`src/rtl/mux_wb_sel_reg_if.sv`:
```
// Bundle of request, source and result signals for the write-back source selector.
// Latency: none, wires only.
// Backpressure: carries hold (stall) from the consumer side; no flow control of its own.
interface mux_wb_sel_reg_if #(
    parameter int DATA_W = 32,
    parameter int N_SRC  = 8,
    parameter int SEL_W  = 4
);
    // request side
    logic                    req;
    logic                    hold;
    logic [SEL_W-1:0]        selector;
    // source buses and their per-source ready flags
    logic [N_SRC*DATA_W-1:0] data_in;
    logic [N_SRC-1:0]        src_ready;
    // registered results and status pulses
    logic [DATA_W-1:0]       result;
    logic                    valid;
    logic                    busy;
    logic                    timeout_err;
    logic                    sel_err;

    // datapath / controller side that issues requests and consumes results
    modport master (
        output req, hold, selector, data_in, src_ready,
        input  result, valid, busy, timeout_err, sel_err
    );

    // the selector block itself
    modport slave (
        input  req, hold, selector, data_in, src_ready,
        output result, valid, busy, timeout_err, sel_err
    );
endinterface

```
`src/rtl/mux_wb_sel_reg.sv`:
```
// Registered write-back selector: captures one of N_SRC buses, or CONST_VAL, into result.
// Latency: 1 cycle if the chosen source is ready, else waits up to TIMEOUT cycles in WAIT.
// Backpressure: hold freezes state, counter, sel_q and result and squashes pulses; req ignored while busy.
module mux_wb_sel_reg #(
    parameter int                DATA_W    = 32,
    parameter int                N_SRC     = 8,
    parameter int                SEL_W     = 4,
    parameter logic [DATA_W-1:0] CONST_VAL = DATA_W'(227),
    parameter int                TIMEOUT   = 32
) (
    input logic             clk,
    input logic             reset,
    mux_wb_sel_reg_if.slave bus
);
    // Low selector bits index a source; the MSB overrides with the constant.
    localparam int IDX_W = SEL_W - 1;
    // One spare bit so the counter can never wrap even at TIMEOUT = 2**k.
    localparam int CNT_W = $clog2(TIMEOUT) + 1;
    localparam logic [CNT_W-1:0] CNT_LAST = CNT_W'(TIMEOUT - 1);
    localparam logic [SEL_W-1:0] N_SRC_V  = SEL_W'(N_SRC);

    typedef enum logic {
        ST_IDLE,
        ST_WAIT
    } state_t;

    state_t             state;
    logic [CNT_W-1:0]   cnt;
    logic [IDX_W-1:0]   sel_q;

    logic               sel_const;
    logic [IDX_W-1:0]   sel_idx;
    logic               idx_bad;
    logic [IDX_W-1:0]   mux_idx;
    logic [DATA_W-1:0]  mux_dat;
    logic               mux_rdy;

    assign sel_const = bus.selector[SEL_W-1];
    assign sel_idx   = bus.selector[IDX_W-1:0];
    // Index field can address more slots than exist; those requests are rejected.
    assign idx_bad   = {1'b0, sel_idx} >= N_SRC_V;
    // In WAIT the latched index is authoritative; the live selector may already have moved on.
    assign mux_idx   = (state == ST_WAIT) ? sel_q : sel_idx;

    // Source mux: pick data and ready flag of the addressed source; out-of-range reads as not ready.
    always_comb begin
        mux_dat = '0;
        mux_rdy = 1'b0;
        for (int k = 0; k < N_SRC; k++) begin
            if (mux_idx == IDX_W'(k)) begin
                mux_dat = bus.data_in[k*DATA_W +: DATA_W];
                mux_rdy = bus.src_ready[k];
            end
        end
    end

    // Capture FSM with registered result and status pulses; hold stalls everything but busy.
    always_ff @(posedge clk or posedge reset) begin
        if (reset) begin
            state           <= ST_IDLE;
            cnt             <= '0;
            sel_q           <= '0;
            bus.result      <= '0;
            bus.valid       <= 1'b0;
            bus.busy        <= 1'b0;
            bus.timeout_err <= 1'b0;
            bus.sel_err     <= 1'b0;
        end else begin
            // Pulses last one cycle unless re-asserted below; hold leaves them at 0.
            bus.valid       <= 1'b0;
            bus.timeout_err <= 1'b0;
            bus.sel_err     <= 1'b0;
            if (!bus.hold) begin
                case (state)
                    ST_IDLE: begin
                        if (bus.req) begin
                            sel_q <= sel_idx;
                            if (sel_const) begin
                                bus.result <= CONST_VAL;
                                bus.valid  <= 1'b1;
                            end else if (idx_bad) begin
                                bus.sel_err <= 1'b1;
                            end else if (mux_rdy) begin
                                bus.result <= mux_dat;
                                bus.valid  <= 1'b1;
                            end else begin
                                state    <= ST_WAIT;
                                cnt      <= '0;
                                bus.busy <= 1'b1;
                            end
                        end
                    end
                    ST_WAIT: begin
                        // Ready is tested before the timeout so a last-cycle arrival still lands.
                        if (mux_rdy) begin
                            bus.result <= mux_dat;
                            bus.valid  <= 1'b1;
                            bus.busy   <= 1'b0;
                            state      <= ST_IDLE;
                        end else if (cnt == CNT_LAST) begin
                            bus.timeout_err <= 1'b1;
                            bus.busy        <= 1'b0;
                            state           <= ST_IDLE;
                        end else begin
                            cnt <= cnt + CNT_W'(1);
                        end
                    end
                    default: begin
                        state    <= ST_IDLE;
                        bus.busy <= 1'b0;
                    end
                endcase
            end
        end
    end
endmodule

```
`src/flat_wrapper.sv`:
```
// flat-port wrapper written by rule: the top's interface ports become plain ports
module mux_wb_sel_reg_flat 
#(
    parameter int                DATA_W    = 32,
    parameter int                N_SRC     = 8,
    parameter int                SEL_W     = 4,
    parameter logic [DATA_W-1:0] CONST_VAL = DATA_W'(227),
    parameter int                TIMEOUT   = 32
)
  (clk, reset, bus_req, bus_hold, bus_selector, bus_data_in, bus_src_ready, bus_result, bus_valid, bus_busy, bus_timeout_err, bus_sel_err);
  mux_wb_sel_reg_if #(.DATA_W(DATA_W), .N_SRC(N_SRC), .SEL_W(SEL_W)) bus_i ();
  input logic clk;
  input logic reset;
  input wire logic [$bits(bus_i.req)-1:0] bus_req;
  input wire logic [$bits(bus_i.hold)-1:0] bus_hold;
  input wire logic [$bits(bus_i.selector)-1:0] bus_selector;
  input wire logic [$bits(bus_i.data_in)-1:0] bus_data_in;
  input wire logic [$bits(bus_i.src_ready)-1:0] bus_src_ready;
  output wire logic [$bits(bus_i.result)-1:0] bus_result;
  output wire logic [$bits(bus_i.valid)-1:0] bus_valid;
  output wire logic [$bits(bus_i.busy)-1:0] bus_busy;
  output wire logic [$bits(bus_i.timeout_err)-1:0] bus_timeout_err;
  output wire logic [$bits(bus_i.sel_err)-1:0] bus_sel_err;
  assign bus_i.req = bus_req;
  assign bus_i.hold = bus_hold;
  assign bus_i.selector = bus_selector;
  assign bus_i.data_in = bus_data_in;
  assign bus_i.src_ready = bus_src_ready;
  assign bus_result = bus_i.result;
  assign bus_valid = bus_i.valid;
  assign bus_busy = bus_i.busy;
  assign bus_timeout_err = bus_i.timeout_err;
  assign bus_sel_err = bus_i.sel_err;
  mux_wb_sel_reg #(.DATA_W(DATA_W), .N_SRC(N_SRC), .SEL_W(SEL_W), .CONST_VAL(CONST_VAL), .TIMEOUT(TIMEOUT)) u_core (.clk(clk), .reset(reset), .bus(bus_i));
endmodule
```
`config.mk`:
```
export PLATFORM = sky130hd
export DESIGN_NAME = mux_wb_sel_reg_flat
export DESIGN_NICKNAME = d
export VERILOG_FILES = /design/src/rtl/mux_wb_sel_reg_if.sv /design/src/rtl/mux_wb_sel_reg.sv /design/src/flat_wrapper.sv
export SDC_FILE = /design/constraint.sdc
export NUM_CORES = 1
export LEC_CHECK = 0
export BUFFER_PORTS_ARGS = -buffer_cell sky130_fd_sc_hd__buf_4
export CAP_MARGIN = 30
export CORE_AREA = 2 2 118 120
export DETAILED_ROUTE_END_ITERATION = 16
export DIE_AREA = 0 0 120 122
export GPL_ROUTABILITY_DRIVEN = 0
export HOLD_SLACK_MARGIN = 0.03
export PLACE_DENSITY = 0.67
export SKIP_LAST_GASP = 1
export SLEW_MARGIN = 10
export SYNTH_ARGS = -nofsm -noshare
export SYNTH_HDL_FRONTEND = slang
export SYNTH_SLANG_ARGS = --single-unit
```
`constraint.sdc`:
```
create_clock -name clk -period 2.6 [get_ports clk]
set_input_delay 0.52 -clock clk [delete_from_list [all_inputs] [get_ports clk]]
set_output_delay 0.52 -clock clk [all_outputs]
set_load 0.005 [all_outputs]
```
==> impl_metrics.yaml, run 1 <==
status:
  run_status: "complete, no violations"
critical_path:
  crit_path_end_kind: "register"
  required_ps: 2810
  cp-startpoint: "u_core.state"
  cp_max_fo: 39
  startpoint_type: "register"
  cp_data_arrival_time_ps: 2720
  reg2reg_from: "u_core.state"
  path_class: "register to register"
die:
  die_h_um: 122
  core_mm2: 0.01350
  start_util_pct: 33.01
  row_count: 43
  die_x_um: 120
  die_area_mm2: 0.01464
  ios: 308
yosys:
  synthArstFlopShare_pct: 100.0
  synth_cell_types: 51
  avgSynthCellArea_um2: 8.286
  ys_seq_area_share_pct: 25.26
  synth_ff_type: "dfrtp_1"
  syn_inst: 538
  syn-cell-area_mm2: 0.004458
  synth.net_count: 811
  synth_edf_count: 0
  ys.warnings.count: 0
  yosys_register_bits: 45
grt:
  grt.overflow.total: 0
  antenna_found_initial: 0
  grt_pass1_wl_mm: 31.11
  grt_use_total_pct: 27.37
  grt_max_degree: 59
  grt_pass1_vias: 5540
sta:
  hold_viol: 0
  period_needed_ps: 2508
  slew_headroom_pct: 39.54
  fmax_mhz: 398.8
  clock_skew_ps: 6.345
  tns_ps: 0
  tightest_slew_ps: 905.9
  fin_crit_sh_pct: 96.44
  finalSetupViolCount: 0
  drv_slew: 0
  grt_setup_unrepaired: "false"
clock_tree:
  cts_buffers: 5
  post_cts_buffers: 0
  clk_latency_ps: 280
  cts_tree: "done"
  root_buffer: "clkbuf_16"
  cts.sinks: 45
  clk_pin_slew_ps: 70
  cts_max_path_buffers: 2
  holdBufCountCts: 0
  htree_levels: 2
  ctsResizeCount: 0
route:
  firstDrtPassIters: 5
  detail-route-antenna-nets: 0
  drt_iter0_drc: 532
  wl_per_cell_um: 21.20
  drt_wl_total_mm: 21.23
  drc_errors: 0
  vias: 5725
  via_per_inst: 5.719
finish:
  final_nets: 1094
  final_cell_mix: "buf_4 (331), a21oi_1 (64), o21ai_0 (48)"
  num_antenna_cells: 0
  nFillCells: 1293
  synthToLayoutAreaGrowth_pct: 59.78
  drive_above_1_share_pct: 45.92
  fin_area_mm2: 0.007123
  fin_cells: 1001
  layout_commonest_cell: "buf_4"
placed_design:
  placed_cell_area_mm2: 0.006963
  io_buffers: 306
  dp_hpwl_mm: 16.82
  place_inst: 994
pwr:
  total_power_mw: 7.071
  ir_worst_vdd_v: 0.0007012
  power_density_mw_per_mm2: 992.7
  power_leakage_nw: 3.301
run:
  maxCapViolCount: 0
hold_path:
  worstHoldPathType: "primary input to async pin"
==> power by group <==
group	internal, mW	switching [mW]	leakage (nW)
combinational	2.28	2.81	2.66
sequential	0.987	0.264	0.563
clock	0.447	0.277	0.0797
total	3.72	3.35	3.30
==> cell type report <==
cell class	instances	area, µm²	share of cell area, %
repair buffers	333	2516	35.32
clock buffers	5	125.1	1.757
inverters	20	75.07	1.054
well taps	180	225.2	3.162
clock inverters	2	35.03	0.4918
flip-flops and latches	45	1126	15.81
multi-input cells	416	3020	42.40
==> Yosys cell counts (all sizes together) (2+ instances only) <==
library cell | instances | area, µm²
nor3b | 18 | 135.1
a21boi | 4 | 30.03
nand2 | 28 | 105.1
nand3 | 8 | 40.04
a32o | 2 | 20.02
mux4 | 7 | 157.7
inv | 20 | 75.07
o211ai | 11 | 82.58
nand4 | 17 | 106.4
nor2 | 37 | 138.9
a31oi | 2 | 12.51
and3b | 2 | 17.52
a211oi | 10 | 75.07
nor3 | 6 | 35.03
o21a | 4 | 30.03
nand2b | 2 | 12.51
mux2i | 34 | 356.6
o2bb2ai | 28 | 245.2
o32ai | 19 | 249.0
nor2b | 2 | 12.51
mux2 | 9 | 101.4
a22o | 4 | 35.03
and3 | 6 | 37.54
o21ai | 48 | 240.2
clkbuf | 35 | 131.4
dfrtp | 45 | 1126
a221oi | 4 | 35.03
a2bb2oi | 5 | 43.79
a21oi | 64 | 320.3
a221o | 15 | 150.1
buf | 22 | 127.6
nor4bb | 8 | 80.08
or3b | 2 | 17.52
==> registers in the layout, summed over array words and instances (netlist names) <==
register / cells
u_core.bus.result: 32
u_core.cnt: 6
u_core.sel_q: 3
u_core.bus.busy: 1
u_core.bus.timeout_err: 1
u_core.bus.valid: 1
u_core.state: 1
==> path summary, 6_finish.rpt <==
path	endpoint	slack, ps	depth (start not counted)
min in group clk	u_core.bus.timeout_err	470	2
worst max-delay path	u_core.bus.result[23]	90	7
worst max register to register	u_core.bus.result[23]	90	7
max in group asynchronous	u_core.sel_q[0]	1540	3
worst min-delay path	u_core.bus.result[21]	350	2
worst min register to register	u_core.bus.result[27]	490	1
==> metrics by stage <==
| stage | hold slack [ps] | setup WS [ps] | util [%] |
|---|---|---|---|
| 6_report | 353.2 | 92.49 | 52.75 |
| 5_1_grt | 395.6 | 14.41 | 52.75 |
| 4_1_cts | 364.1 | 137.7 | 52.75 |
| 3_5_place_dp | 477.9 | 46.45 | 51.56 |
| 3_3_place_gp | 472.1 | 74.06 | 51.46 |
| 2_1_floorplan | 474.6 | 364.6 | - |
==> cell families after synthesis <==
| logic type | after synthesis | share of synthesized area, % |
|---|---|---|
| AOI/OAI and AO/OA | 224 | 35.92 |
| and+or+nand+nor | 140 | 17.15 |
| buffers and inverters | 77 | 7.494 |
| muxes | 50 | 13.81 |
| DFF | 45 | 25.26 |
| adders and majority gates | 1 | 0.2806 |
| other | 1 | 0.08412 |
==> critical path: stages, from the launching register on <==
cell	delay, ps
dfrtp_1	450
buf_4	270
mux2i_4	350
buf_4	460
a211oi_1	120
nor4bb_1	470
a21oi_1	160
o2bb2ai_1	150
==> per-layer routing <==
metal	up-vias	global-route usage, %	routed length (µm)
li1	2643	-	-
met1	2723	36.71	8690
met2	339	46.02	10330
met3	20	5.431	1960
met4	0	5.221	243
met5	-	0	0
Power figures use the tool's default switching activity.
==> run 2, diff against run 1 <==
--- a/config.mk
+++ b/config.mk
@@ -13,5 +13,4 @@
 export GPL_ROUTABILITY_DRIVEN = 0
-export HOLD_SLACK_MARGIN = 0.03
+export HOLD_SLACK_MARGIN = 0.02
 export PLACE_DENSITY = 0.67
-export SKIP_LAST_GASP = 1
 export SLEW_MARGIN = 10
==> constraint.sdc (replaced) <==
create_clock -name clk -period 2.6 [get_ports clk]
set_input_delay 0.13 -clock clk [delete_from_list [all_inputs] [get_ports clk]]
set_output_delay 0.13 -clock clk [all_outputs]
set_load 0.005 [all_outputs]
==> impl_metrics.yaml, run 2 (same netlist as run 1, synthesis figures left out) <==
status:
  run_status: "complete, no violations"
clock_tree:
  cts_tree: "done"
  root_buffer: "clkbuf_16"
  clk_pin_slew_ps: 60
  cts_buffers: 5
  cts.sinks: 45
  cts_max_path_buffers: 2
  clk_latency_ps: 280
  htree_levels: 2
  post_cts_buffers: 0
critical_path:
  cp_slowest_cell: "dfrtp_1"
  cpPeakStageDelay_ps: 450
  cp.depth: 7
  required_ps: 2740
  cp-startpoint: "u_core.state"
  rrSetupSlack_ps: 190
  reg2reg_from: "u_core.state"
  rr_worst_depth: 7
  path_class: "register to register"
  cp_max_fo: 18
  endpoint: "u_core.bus.result[2]"
  crit_path_end_kind: "register"
  path_cells: "buf_4, mux2i_4, mux4_2, mux2i_2, nand2b_1, buf_4, o32ai_2"
  startpoint_type: "register"
  path_buf_inv: 2
  crit_family: "multiplexers"
  critPathMostFrequentCell: "buf_4"
  timing.rr.end: "u_core.bus.result[2]"
  cp_data_arrival_time_ps: 2550
run:
  maxCapViolCount: 0
finish:
  synthToLayoutAreaGrowth_pct: 59.19
  largest-register: "u_core.bus.result"
  largest_register_ffs: 32
  layout_commonest_cell: "buf_4"
  nFillCells: 1295
  drive_above_1_share_pct: 45.60
  regArea_mm2: 0.001126
  final_nets: 1092
  final_cell_mix: "buf_4 (326), a21oi_1 (64), o21ai_0 (48)"
  multiInputGateArea_mm2: 0.003020
  reg.largest.list: "u_core.bus.result: 32 flops, u_core.cnt: 6 flops, u_core.sel_q: 3 flops"
  num_antenna_cells: 0
pwr:
  ir_worst_vdd_v: 0.0005040
  power_density_mw_per_mm2: 970.9
  power_leakage_nw: 3.282
sta:
  finalSetupViolCount: 0
  drv_slew: 0
  grt_setup_unrepaired: "false"
  fmax_mhz: 414.4
  slew_headroom_pct: 42.36
  period_needed_ps: 2413
  tightest_slew_ps: 863.6
  fin_crit_sh_pct: 92.81
  tns_ps: 0
  clock_skew_ps: 7.651
  whs_ps: 98.14
  hold_viol: 0
hold_path:
  worstHoldPathType: "primary input to register"
  min_path_cells: 2
grt:
  grt_use_total_pct: 27.17
  grt_pass1_vias: 5656
  antenna_found_initial: 0
  grt.overflow.total: 0
  grt_pass1_wl_mm: 31.04
  grt_max_degree: 59
route:
  wl_per_cell_um: 20.98
  firstDrtPassIters: 5
  vias: 5713
  detail-route-antenna-nets: 0
  drt_wl_total_mm: 20.94
  via_per_inst: 5.724
  drt_iter0_drc: 394
  drc_errors: 0
die:
  die_area_mm2: 0.01464
  die_x_um: 120
  die_h_um: 122
  row_count: 43
  core_mm2: 0.01350
  ios: 308
  start_util_pct: 33.01
placed_design:
  io_buffers: 306
  dp_hpwl_mm: 16.67
-- run 2: cell types whose count changed in the layout (fill, tap and decap cells not counted), sizes merged --
cell         change
buf              -3
bufinv           -1
dlygate4sd3      +1
-- run 2: worst min-delay path by stage --
stage                                   to             start  slack (ps)
detailed placement   u_core.bus.result[20]             reset         130
global route        u_core.bus.timeout_err          bus_hold         100
floorplan             u_core.bus.result[0]  bus_data_in[224]         330
CTS                 u_core.bus.timeout_err          bus_hold          90
global placement    u_core.bus.timeout_err          bus_hold         390
finish              u_core.bus.timeout_err          bus_hold         100
-- run 2: cell type report --
type,instances,area share (%)
repair buffers,331,35.51
multi-input cells,416,42.56
flip-flops and latches,45,15.87
clock inverters,1,0.07052
inverters,20,1.058
clock buffers,5,1.763
well taps,180,3.173
-- run 2: repair_timing --
action	CTS	global route
hold buffers	1	0
hold endpoints to repair	14	0
endpoints found under the setup margin	0	2
gates resized for setup	0	1
-- run 2: power breakdown --
group	total, mW	internal, mW	switching [mW]
registers	1.27	0.987	0.285
logic	5.02	2.27	2.74
clock network	0.603	0.344	0.259
total	6.89	3.60	3.29
-- run 2: per-layer routing --
metal / global-route usage [%] / wire [µm] / vias up
met1: 36.26 / 8615 / 2705
met2: 43.71 / 9947 / 330
met5: 0 / 0 / -
met3: 6.835 / 1938 / 35
met4: 7.426 / 436 / 0
li1: - / - / 2643
-- run 2: per-stage QoR --
step	area (µm²)	utilization (%)	instances	power (mW)	setup slack, ps
after floorplan	4458	-	538	4.462	364.6
after global placement	6919	51.24	989	6.118	206.0
after detailed placement	6953	51.49	991	6.254	175.8
after CTS	7093	52.52	998	6.878	168.1
after global routing	7097	52.55	998	7.417	22.34
final	7097	52.55	998	6.890	186.9
